### src/rtl/bcd_entry_if.sv
// Key inputs and digit/value outputs of the BCD number-entry block.
// master drives the keys, slave is the entry block itself.
interface bcd_entry_if;
  logic       btn_inc;
  logic       btn_sel;
  logic       btn_enter;
  logic [3:0] d_un;
  logic [3:0] d_de;
  logic [6:0] value;
  logic       load;
  logic       editing;
  logic [1:0] digit_sel;

  modport master (
    output btn_inc, btn_sel, btn_enter,
    input  d_un, d_de, value, load,
    input  editing, digit_sel
  );

  modport slave (
    input  btn_inc, btn_sel, btn_enter,
    output d_un, d_de, value, load,
    output editing, digit_sel
  );
endinterface

### src/rtl/bcd_entry.sv
// Two-digit BCD entry from debounced keys; commits the
// value as 7-bit binary with a single-cycle load pulse.
module bcd_entry #(
  parameter int DB_CYCLES = 1_000_000
) (
  input logic        clk,
  input logic        rst,
  bcd_entry_if.slave bus
);

  localparam int CW = $clog2(DB_CYCLES + 1);
  localparam logic [CW-1:0] CNT_LAST = CW'(DB_CYCLES - 1);

  typedef enum logic [1:0] {
    IDLE,
    EDIT_UN,
    EDIT_DE,
    COMMIT
  } state_t;

  logic [2:0]    raw;
  logic [2:0]    s1;
  logic [2:0]    s2;
  logic [2:0]    db;
  logic [2:0]    db_q;
  logic [CW-1:0] cnt [3];
  logic [2:0]    ev;
  logic          inc_ev;
  logic          sel_ev;
  logic          ent_ev;

  state_t     state;
  logic [3:0] d_un;
  logic [3:0] d_de;
  logic [6:0] value;
  logic       load;
  logic       editing;
  logic [1:0] digit_sel;
  logic [6:0] bin;

  assign raw = {bus.btn_enter, bus.btn_sel, bus.btn_inc};

  always_ff @(posedge clk or negedge rst) begin
    if (!rst) begin
      s1   <= '0;
      s2   <= '0;
      db   <= '0;
      db_q <= '0;
      for (int i = 0; i < 3; i++) cnt[i] <= '0;
    end else begin
      s1   <= raw;
      s2   <= s1;
      db_q <= db;
      for (int i = 0; i < 3; i++) begin
        if (s2[i] == db[i]) begin
          cnt[i] <= '0;
        end else if (cnt[i] == CNT_LAST) begin
          db[i]  <= s2[i];
          cnt[i] <= '0;
        end else begin
          cnt[i] <= cnt[i] + 1'b1;
        end
      end
    end
  end

  assign ev     = db & ~db_q;
  assign inc_ev = ev[0];
  assign sel_ev = ev[1];
  assign ent_ev = ev[2];

  // d_de*10 + d_un without a multiplier
  assign bin = {d_de, 3'b000}
             + {2'b00, d_de, 1'b0}
             + {3'b000, d_un};

  always_ff @(posedge clk or negedge rst) begin
    if (!rst) begin
      state     <= IDLE;
      d_un      <= '0;
      d_de      <= '0;
      value     <= '0;
      load      <= 1'b0;
      editing   <= 1'b0;
      digit_sel <= 2'b00;
    end else begin
      load <= 1'b0;
      if (state == COMMIT) begin
        state     <= IDLE;
        editing   <= 1'b0;
        digit_sel <= 2'b00;
      end else begin
        priority case (1'b1)
          ent_ev: begin
            state     <= COMMIT;
            value     <= bin;
            load      <= 1'b1;
            editing   <= 1'b0;
            digit_sel <= 2'b00;
          end
          sel_ev: begin
            editing <= 1'b1;
            if (state == EDIT_UN) begin
              state     <= EDIT_DE;
              digit_sel <= 2'b10;
            end else begin
              state     <= EDIT_UN;
              digit_sel <= 2'b01;
            end
          end
          inc_ev: begin
            if (state == EDIT_UN)
              d_un <= (d_un == 4'd9) ? 4'd0 : d_un + 4'd1;
            else if (state == EDIT_DE)
              d_de <= (d_de == 4'd9) ? 4'd0 : d_de + 4'd1;
          end
          default: ;
        endcase
      end
    end
  end

  assign bus.d_un      = d_un;
  assign bus.d_de      = d_de;
  assign bus.value     = value;
  assign bus.load      = load;
  assign bus.editing   = editing;
  assign bus.digit_sel = digit_sel;

endmodule
### src/flat_wrapper.sv
// flat-port wrapper written by rule: the top's interface ports become plain ports
module bcd_entry_flat 
#(
  parameter int DB_CYCLES = 1_000_000
)
  (clk, rst, bus_btn_inc, bus_btn_sel, bus_btn_enter, bus_d_un, bus_d_de, bus_value, bus_load, bus_editing, bus_digit_sel);
  bcd_entry_if bus_i ();
  input logic clk;
  input logic rst;
  input wire logic [$bits(bus_i.btn_inc)-1:0] bus_btn_inc;
  input wire logic [$bits(bus_i.btn_sel)-1:0] bus_btn_sel;
  input wire logic [$bits(bus_i.btn_enter)-1:0] bus_btn_enter;
  output wire logic [$bits(bus_i.d_un)-1:0] bus_d_un;
  output wire logic [$bits(bus_i.d_de)-1:0] bus_d_de;
  output wire logic [$bits(bus_i.value)-1:0] bus_value;
  output wire logic [$bits(bus_i.load)-1:0] bus_load;
  output wire logic [$bits(bus_i.editing)-1:0] bus_editing;
  output wire logic [$bits(bus_i.digit_sel)-1:0] bus_digit_sel;
  assign bus_i.btn_inc = bus_btn_inc;
  assign bus_i.btn_sel = bus_btn_sel;
  assign bus_i.btn_enter = bus_btn_enter;
  assign bus_d_un = bus_i.d_un;
  assign bus_d_de = bus_i.d_de;
  assign bus_value = bus_i.value;
  assign bus_load = bus_i.load;
  assign bus_editing = bus_i.editing;
  assign bus_digit_sel = bus_i.digit_sel;
  bcd_entry #(.DB_CYCLES(DB_CYCLES)) u_core (.clk(clk), .rst(rst), .bus(bus_i));
endmodule
### config.mk
export PLATFORM = sky130hd
export DESIGN_NAME = bcd_entry_flat
export DESIGN_NICKNAME = d
export VERILOG_FILES = /design/src/rtl/bcd_entry_if.sv /design/src/rtl/bcd_entry.sv /design/src/flat_wrapper.sv
export SDC_FILE = /design/constraint.sdc
export NUM_CORES = 1
export LEC_CHECK = 0
export BUFFER_PORTS_ARGS = -buffer_cell sky130_fd_sc_hd__buf_2
export CORE_ASPECT_RATIO = 1.2
export CORE_UTILIZATION = 43
export CTS_CLUSTER_SIZE = 28
export DETAILED_ROUTE_END_ITERATION = 8
export GPL_TIMING_DRIVEN = 0
export PLACE_DENSITY_LB_ADDON = 0.12
export SETUP_SLACK_MARGIN = 0.3
export SYNTH_ARGS = -nofsm -noshare
export SYNTH_HDL_FRONTEND = slang
export SYNTH_SLANG_ARGS = --single-unit
### constraint.sdc
create_clock -name clk -period 2.1 [get_ports clk]
set_clock_uncertainty 0.05 [all_clocks]
set_input_delay 0.105 -clock clk [delete_from_list [all_inputs] [get_ports clk]]
set_output_delay 0.105 -clock clk [all_outputs]
set_load 0.02 [all_outputs]
## Word level (Yosys, flattened, before mapping)

Index checks and enable logic that the tools add are counted.
W data, S select, Z words.

- Add/sub/neg operators: 7
- Equal/unequal tests: 11
- Muxes and demuxes: 19
- Bitwise gates (word level): 9
- Reductions and logical operators: 7

Operators by type and width:

| operator | number |
|---|---|
| $mux W20 | 6 |
| $add A20 B1 Y20 const B | 3 |
| $eq A20 B20 Y1 const B | 3 |
| $mux W2 | 6 |
| $add A4 B1 Y4 const B | 2 |
| $eq A4 B4 Y1 const B | 2 |
| $mux W4 | 2 |
| $reduce_and A2 Y1 | 4 |
| $add A7 B4 Y7 | 1 |
| $add A7 B5 Y7 | 1 |
| $not A1 Y1 | 7 |
| $reduce_and A6 Y1 | 1 |
| $mux W1 | 5 |
| $reduce_and A5 Y1 | 1 |
| $eq A2 B2 Y1 const B | 2 |
| $and A3 B3 Y3 | 1 |
| $eq A1 B1 Y1 | 3 |
| $not A3 Y3 | 1 |
| $reduce_bool A3 Y1 | 1 |
| $eq A2 B1 Y1 const B | 1 |

- Register bits: 93
- Bits of input ports: 5
- Output and inout bits: 19
- Word-level logic and storage cells: 69

## Logic depth before layout (Yosys ltp)

- Depth in word-level cells: 5
- Mapped depth: 8
- Gate-level depth less buffers: 8

## Least setup slack after synthesis

No wires, ideal clock.

- Path type: register -> register
- Start: reg u_core.d_de[2] (netlist: u_core.bus.d_de[2])
- End: reg u_core.value[6] (netlist: u_core.bus.value[6])
- Library setup time: 0.069 ns
- Data arrival time: 2.129 ns
- Data required time: 1.981 ns
- Slack: -0.148 ns
- Cell stages (with the launch flop): 8
- Buffers on the path: 0
- Clock period less this slack: 2.248 ns
- Path through: dfrtp_1 > inv_1 > fa_1 > fa_1 > nor2b_1 > o21ai_0 > a211o_1 > nand3_1

- Longest elaborated chain between the ends: 2

Ends and longest elaborated chain:

| what | RTL line | source |
|---|---|---|
| from (decl) | bcd_entry.sv:34 | `logic [3:0] d_de;` |
| from (signal assigned) | bcd_entry.sv:115 | `d_de <= (d_de == 4'd9) ? 4'd0 : d_de + 4'd1;` |
| $add A7 B5 Y7 | bcd_entry.sv:74 | `+ {2'b00, d_de, 1'b0}` |
| $add A7 B4 Y7 | bcd_entry.sv:75 | `+ {3'b000, d_un};` |
| to (signal assigned) | bcd_entry.sv:96 | `value <= bin;` |
| to (decl) | bcd_entry.sv:35 | `logic [6:0] value;` |

No other way between the ends.
A chain may end at the register's enable or synchronous reset.

## Worst setup path after layout

- Start: reg u_core.d_de[2] (netlist: u_core.bus.d_de[2])
- End: reg u_core.value[5] (netlist: u_core.bus.value[5])

Same word-level chain as after synthesis.

==> impl_summary.md <==
Synth
The summed instance area of the synthesized netlist is 0.00446 sq mm. The parity-gate share of the synthesized area counting xor and xnor cells is 10.0%. The count of warnings emitted by yosys is 0.

Sorting the synthesized cells by area gives the leading types as sky130_fd_sc_hd__dfrtp_1 52%, sky130_fd_sc_hd__xnor2_1 6.7%, sky130_fd_sc_hd__nor2_1 5.0%. After Yosys synthesis, and, or, nand and nor cells account for 23.6% of the synthesized area. After synthesis, the netlist uses 46 different library cells. The post-synthesis async set-or-reset flop share is 100%. The fraction of synthesized area in multiplexers is 1.91%.

The post-synthesis compound-gate area fraction is 5.64%. The top cell type by total area after synthesis is sky130_fd_sc_hd__dfrtp_1. The number of flops mapped to enable cells by yosys is 0. The top cell type by area accounts for 52.2% of the synthesized area. The adder-cell share of the synthesized area is 3.70%. After synthesis, the mean cell area works out to 10.1 sq um. By area, the combinational part of the netlist is dominated by simple AND/OR/NAND/NOR gates. Synthesis produced 440 cells.

Among all flip-flop cells after synthesis, the most frequent one is sky130_fd_sc_hd__dfrtp_1. The flip-flop and latch count after synthesis is 93. When the netlist entered floorplanning its net count stood at 457.

The portion of the post-synthesis area used by sequential elements is 52.2%.

Global route
The met2 track utilization from global routing is 29.8%. The total overflow left after global routing is 0. The global routing met3 resource utilization is 3.20%. The maximum number of pins on one net before global-route repair is 62. The global-route layer with the greatest usage is met2. The number of global-route vias before repair was 3307. The initial antenna violation count is 0.

The first-pass GRT wire length is 15100 um. The total routing resource utilization after global routing is 17.9%. For met1 alone, demand over resource in global routing was 22.5%.

Place
Port buffering added 23 buffers. The cell count after placement is 590. After legalization and detailed placement, the total HPWL measured 5660 um. The congestion estimate from routability-driven global placement came to 0.827.

Detailed routing
The number of remaining DRC errors is 0. The total length of routed wires is 8860 um. The via count is 3427. After the first detailed-routing iteration, the DRC count stood at 152. The number of nets still failing antenna checks after routing is 0. The first detailed-routing pass ran for 4 iterations. The average vias per placed instance is 5.30. Dividing the detail-routed wire length by the instance count gives 13.7 um.

Worst setup path
The setup path with the least slack is of type reg2reg. The largest incremental delay on the critical path is 0.60 ns. STA classifies the critical path endpoint as a register.

The maximum net fanout on the critical path is 4. The signal on the critical path passes through inv_4 > fa_2 > inv_2 > ha_4 > a21o_1 > a21oi_2 > xor2_1 > o21ai_1. The family of cells with the greatest summed delay on the critical path is adder cells. For the worst setup path, the data required time is 2.27 ns. The arrival time at the worst endpoint is 2.18 ns. The worst setup path is launched from a register. The buffers plus inverters on the worst setup path is 2. For this design, the slowest cell found on the critical path is sky130_fd_sc_hd__fa_2.

Final layout
In the final layout, the share of cells above drive strength 1 is 27.3%. The number of standard cells in the final layout excluding fillers is 647. The area overhead of the layout relative to synthesis is 26.8%. The filler cell count is 863. The antenna diode count is 0.

After the last flow step, the layout net total stands at 533.

Worst hold path
The path class of the lowest-slack min-delay path is in2async.

Clock tree
Clock-pin slew was measured on the worst setup and hold paths at 0.07 ns. The cell at the root of the clock tree is sky130_fd_sc_hd__clkbuf_16. The clock net in this run drives a total of 93 sinks. The clock latency reported for the late side of the worst-skew pair is 0.34 ns. The CTS tree is built. The maximum number of buffers from clock root to sink is 2. The number of buffers created by CTS is 9. The H-tree was split into 3 levels.

Power and ir drop
The total power per unit cell area is 615 mW/mm^2. The worst-case vdd ir drop is 0.316 mV. The static leakage is 2.45 nW.

The design draws 3.47 mW.

Die
The floorplan row count is 40. The placeable core area is 0.0101 sq mm. During I/O placement, the number of pins put on the boundary was 24. The area enclosed by the die boundary is 0.0108 sq mm. The floorplan step set the die height to 114 um. The horizontal die dimension is 95.0 um.

The initial core utilization is 44.3%.

Timing
Setup repair after global routing could not meet its margin everywhere. The final count of pins violating max slew came to 0. The tightest hold path in the finished design has a slack of 0.210 ns. Setup violations remaining at the end of the flow were counted as 0. The total negative setup slack is 0 ns. The final critical-path required period is 2.01 ns.

Headroom to the max-slew limit came out at 70.9%. Dividing the final minimum period by the clock period gives 95.5%. The final count of hold timing violations is 0. Timing would allow up to 499 MHz.

The pin slew with the least headroom to its limit is 0.437 ns.

Status
The run finished with clean final reports.

Run
The tool flagged a number of max-cap violations equal to 0.
-- worst reg2reg max path, stage by stage, from the launching register on --
cell and delay (ns):
sky130_fd_sc_hd__dfrtp_2 0.39, sky130_fd_sc_hd__inv_4 0.05, sky130_fd_sc_hd__fa_2 0.60, sky130_fd_sc_hd__inv_2 0.05, sky130_fd_sc_hd__ha_4 0.20, sky130_fd_sc_hd__a21o_1 0.18, sky130_fd_sc_hd__a21oi_2 0.15, sky130_fd_sc_hd__xor2_1 0.15
sky130_fd_sc_hd__o21ai_1 0.07
-- kinds of logic after synthesis --
logic type               count (synthesis)
XOR/XNOR                                51
adder cells (fa/ha/maj)                 12
flip-flops                              93
AO/OA/AOI/OAI                           41
buffers and inverters                   33
AND/OR/NAND/NOR                        202
multiplexers                             8
-- Yosys cell counts, types with 3 or more instances --
cell type and instances:
sky130_fd_sc_hd__o21ai_0 13, sky130_fd_sc_hd__nor2b_1 3, sky130_fd_sc_hd__dfrtp_1 93, sky130_fd_sc_hd__nor2_1 59, sky130_fd_sc_hd__nand3_1 20, sky130_fd_sc_hd__nand2b_1 4, sky130_fd_sc_hd__nand4_1 19, sky130_fd_sc_hd__nor3_1 14
sky130_fd_sc_hd__nand2_1 35, sky130_fd_sc_hd__or4_1 6, sky130_fd_sc_hd__clkbuf_1 4, sky130_fd_sc_hd__mux2_2 4, sky130_fd_sc_hd__nor4b_1 3, sky130_fd_sc_hd__nor4bb_1 3, sky130_fd_sc_hd__o31ai_1 5, sky130_fd_sc_hd__and3_1 4
sky130_fd_sc_hd__buf_2 3, sky130_fd_sc_hd__nor4_1 13, sky130_fd_sc_hd__xnor2_1 34, sky130_fd_sc_hd__xor2_1 17, sky130_fd_sc_hd__and4_1 4, sky130_fd_sc_hd__inv_1 25, sky130_fd_sc_hd__mux2i_1 4, sky130_fd_sc_hd__or3_1 4
sky130_fd_sc_hd__a21oi_1 12, sky130_fd_sc_hd__ha_1 10
-- timing repair --
item	in CTS	in global routing
pin swaps	8	22
hold buffers	4	0
endpoints found under the setup margin	56	44
endpoints found under the hold margin	35	0
setup buffers	18	17
cloned	1	1
gates resized for setup	31	48
-- cells in the final DEF, fill, tap and decap left out, types with 14 or more instances in the layout --
master / instances
sky130_fd_sc_hd__nand3_1: 17
sky130_fd_sc_hd__nor2_1: 53
sky130_fd_sc_hd__buf_4: 37
sky130_fd_sc_hd__nand4_1: 19
sky130_fd_sc_hd__inv_1: 21
sky130_fd_sc_hd__buf_2: 22
sky130_fd_sc_hd__nor3_1: 14
sky130_fd_sc_hd__xnor2_1: 34
sky130_fd_sc_hd__dfrtp_1: 84
sky130_fd_sc_hd__nand2_1: 34
sky130_fd_sc_hd__xor2_1: 17
-- layout make-up --
type | count | area [sq um] | area share (%)
inverters | 25 | 96.3 | 1.70
clock buffers | 11 | 243 | 4.29
plain buffers | 8 | 75.1 | 1.33
flip-flops and latches | 93 | 2340 | 41.4
well taps | 126 | 158 | 2.79
repair buffers | 65 | 474 | 8.39
clock inverters | 5 | 36.3 | 0.642
multi-input cells | 314 | 2230 | 39.5
-- metal layers --
layer / vias to the layer above / wire [um] / share of wire [%]
met5: - / 0 / 0
met3: 12 / 210 / 2.4
met2: 47 / 4420 / 50
li1: 1686 / - / -
met4: 0 / 147 / 1.7
met1: 1682 / 4080 / 46
-- registers in the layout, summed over array words and instances, names as in the netlist --
name and count:
u_core.bus.d_un 4, u_core.state 2, u_core.db 3, u_core.bus.editing 1
u_core.cnt 60, u_core.bus.digit_sel 2, u_core.bus.value 7, u_core.s2 3
u_core.db_q 3, u_core.bus.load 1, u_core.s1 3, u_core.bus.d_de 4
-- metrics by stage --
step | worst slack [ns] | area [sq um] | utilization, %
floorplan | 0.0429 | 4470 | -
global placement | -0.238 | 4740 | 47.2
detailed placement | -0.0155 | 4770 | 47.5
CTS | 0.0359 | 5360 | 53.3
global route | 0.0189 | 5650 | 56.2
finish | 0.0949 | 5650 | 56.2
-- power breakdown --
group | leakage, nW | internal, mW | switching, mW
registers | 1.26 | 1.81 | 0.0175
clock network | 0.128 | 0.835 | 0.674
logic | 1.06 | 0.0571 | 0.0795
-- path summary, 6_finish.rpt --
check,from,endpoint,slack (ns),cells after the start
worst max-delay path,u_core.bus.d_de[2]$_DFFE_PN0P_,u_core.bus.value[5]$_DFFE_PN0P_,0.09,8
worst min-delay path,rst,u_core.cnt[38]$_DFF_PN0_,0.21,2
worst max register to register,u_core.bus.d_de[2]$_DFFE_PN0P_,u_core.bus.value[5]$_DFFE_PN0P_,0.09,8
worst min register to register,u_core.s1[1]$_DFF_PN0_,u_core.s2[1]$_DFF_PN0_,0.30,0
max in group asynchronous,rst,u_core.bus.d_de[0]$_DFFE_PN0P_,1.14,3
min in group clk,u_core.s1[1]$_DFF_PN0_,u_core.s2[1]$_DFF_PN0_,0.30,0
(Power assumes the default switching activity.)
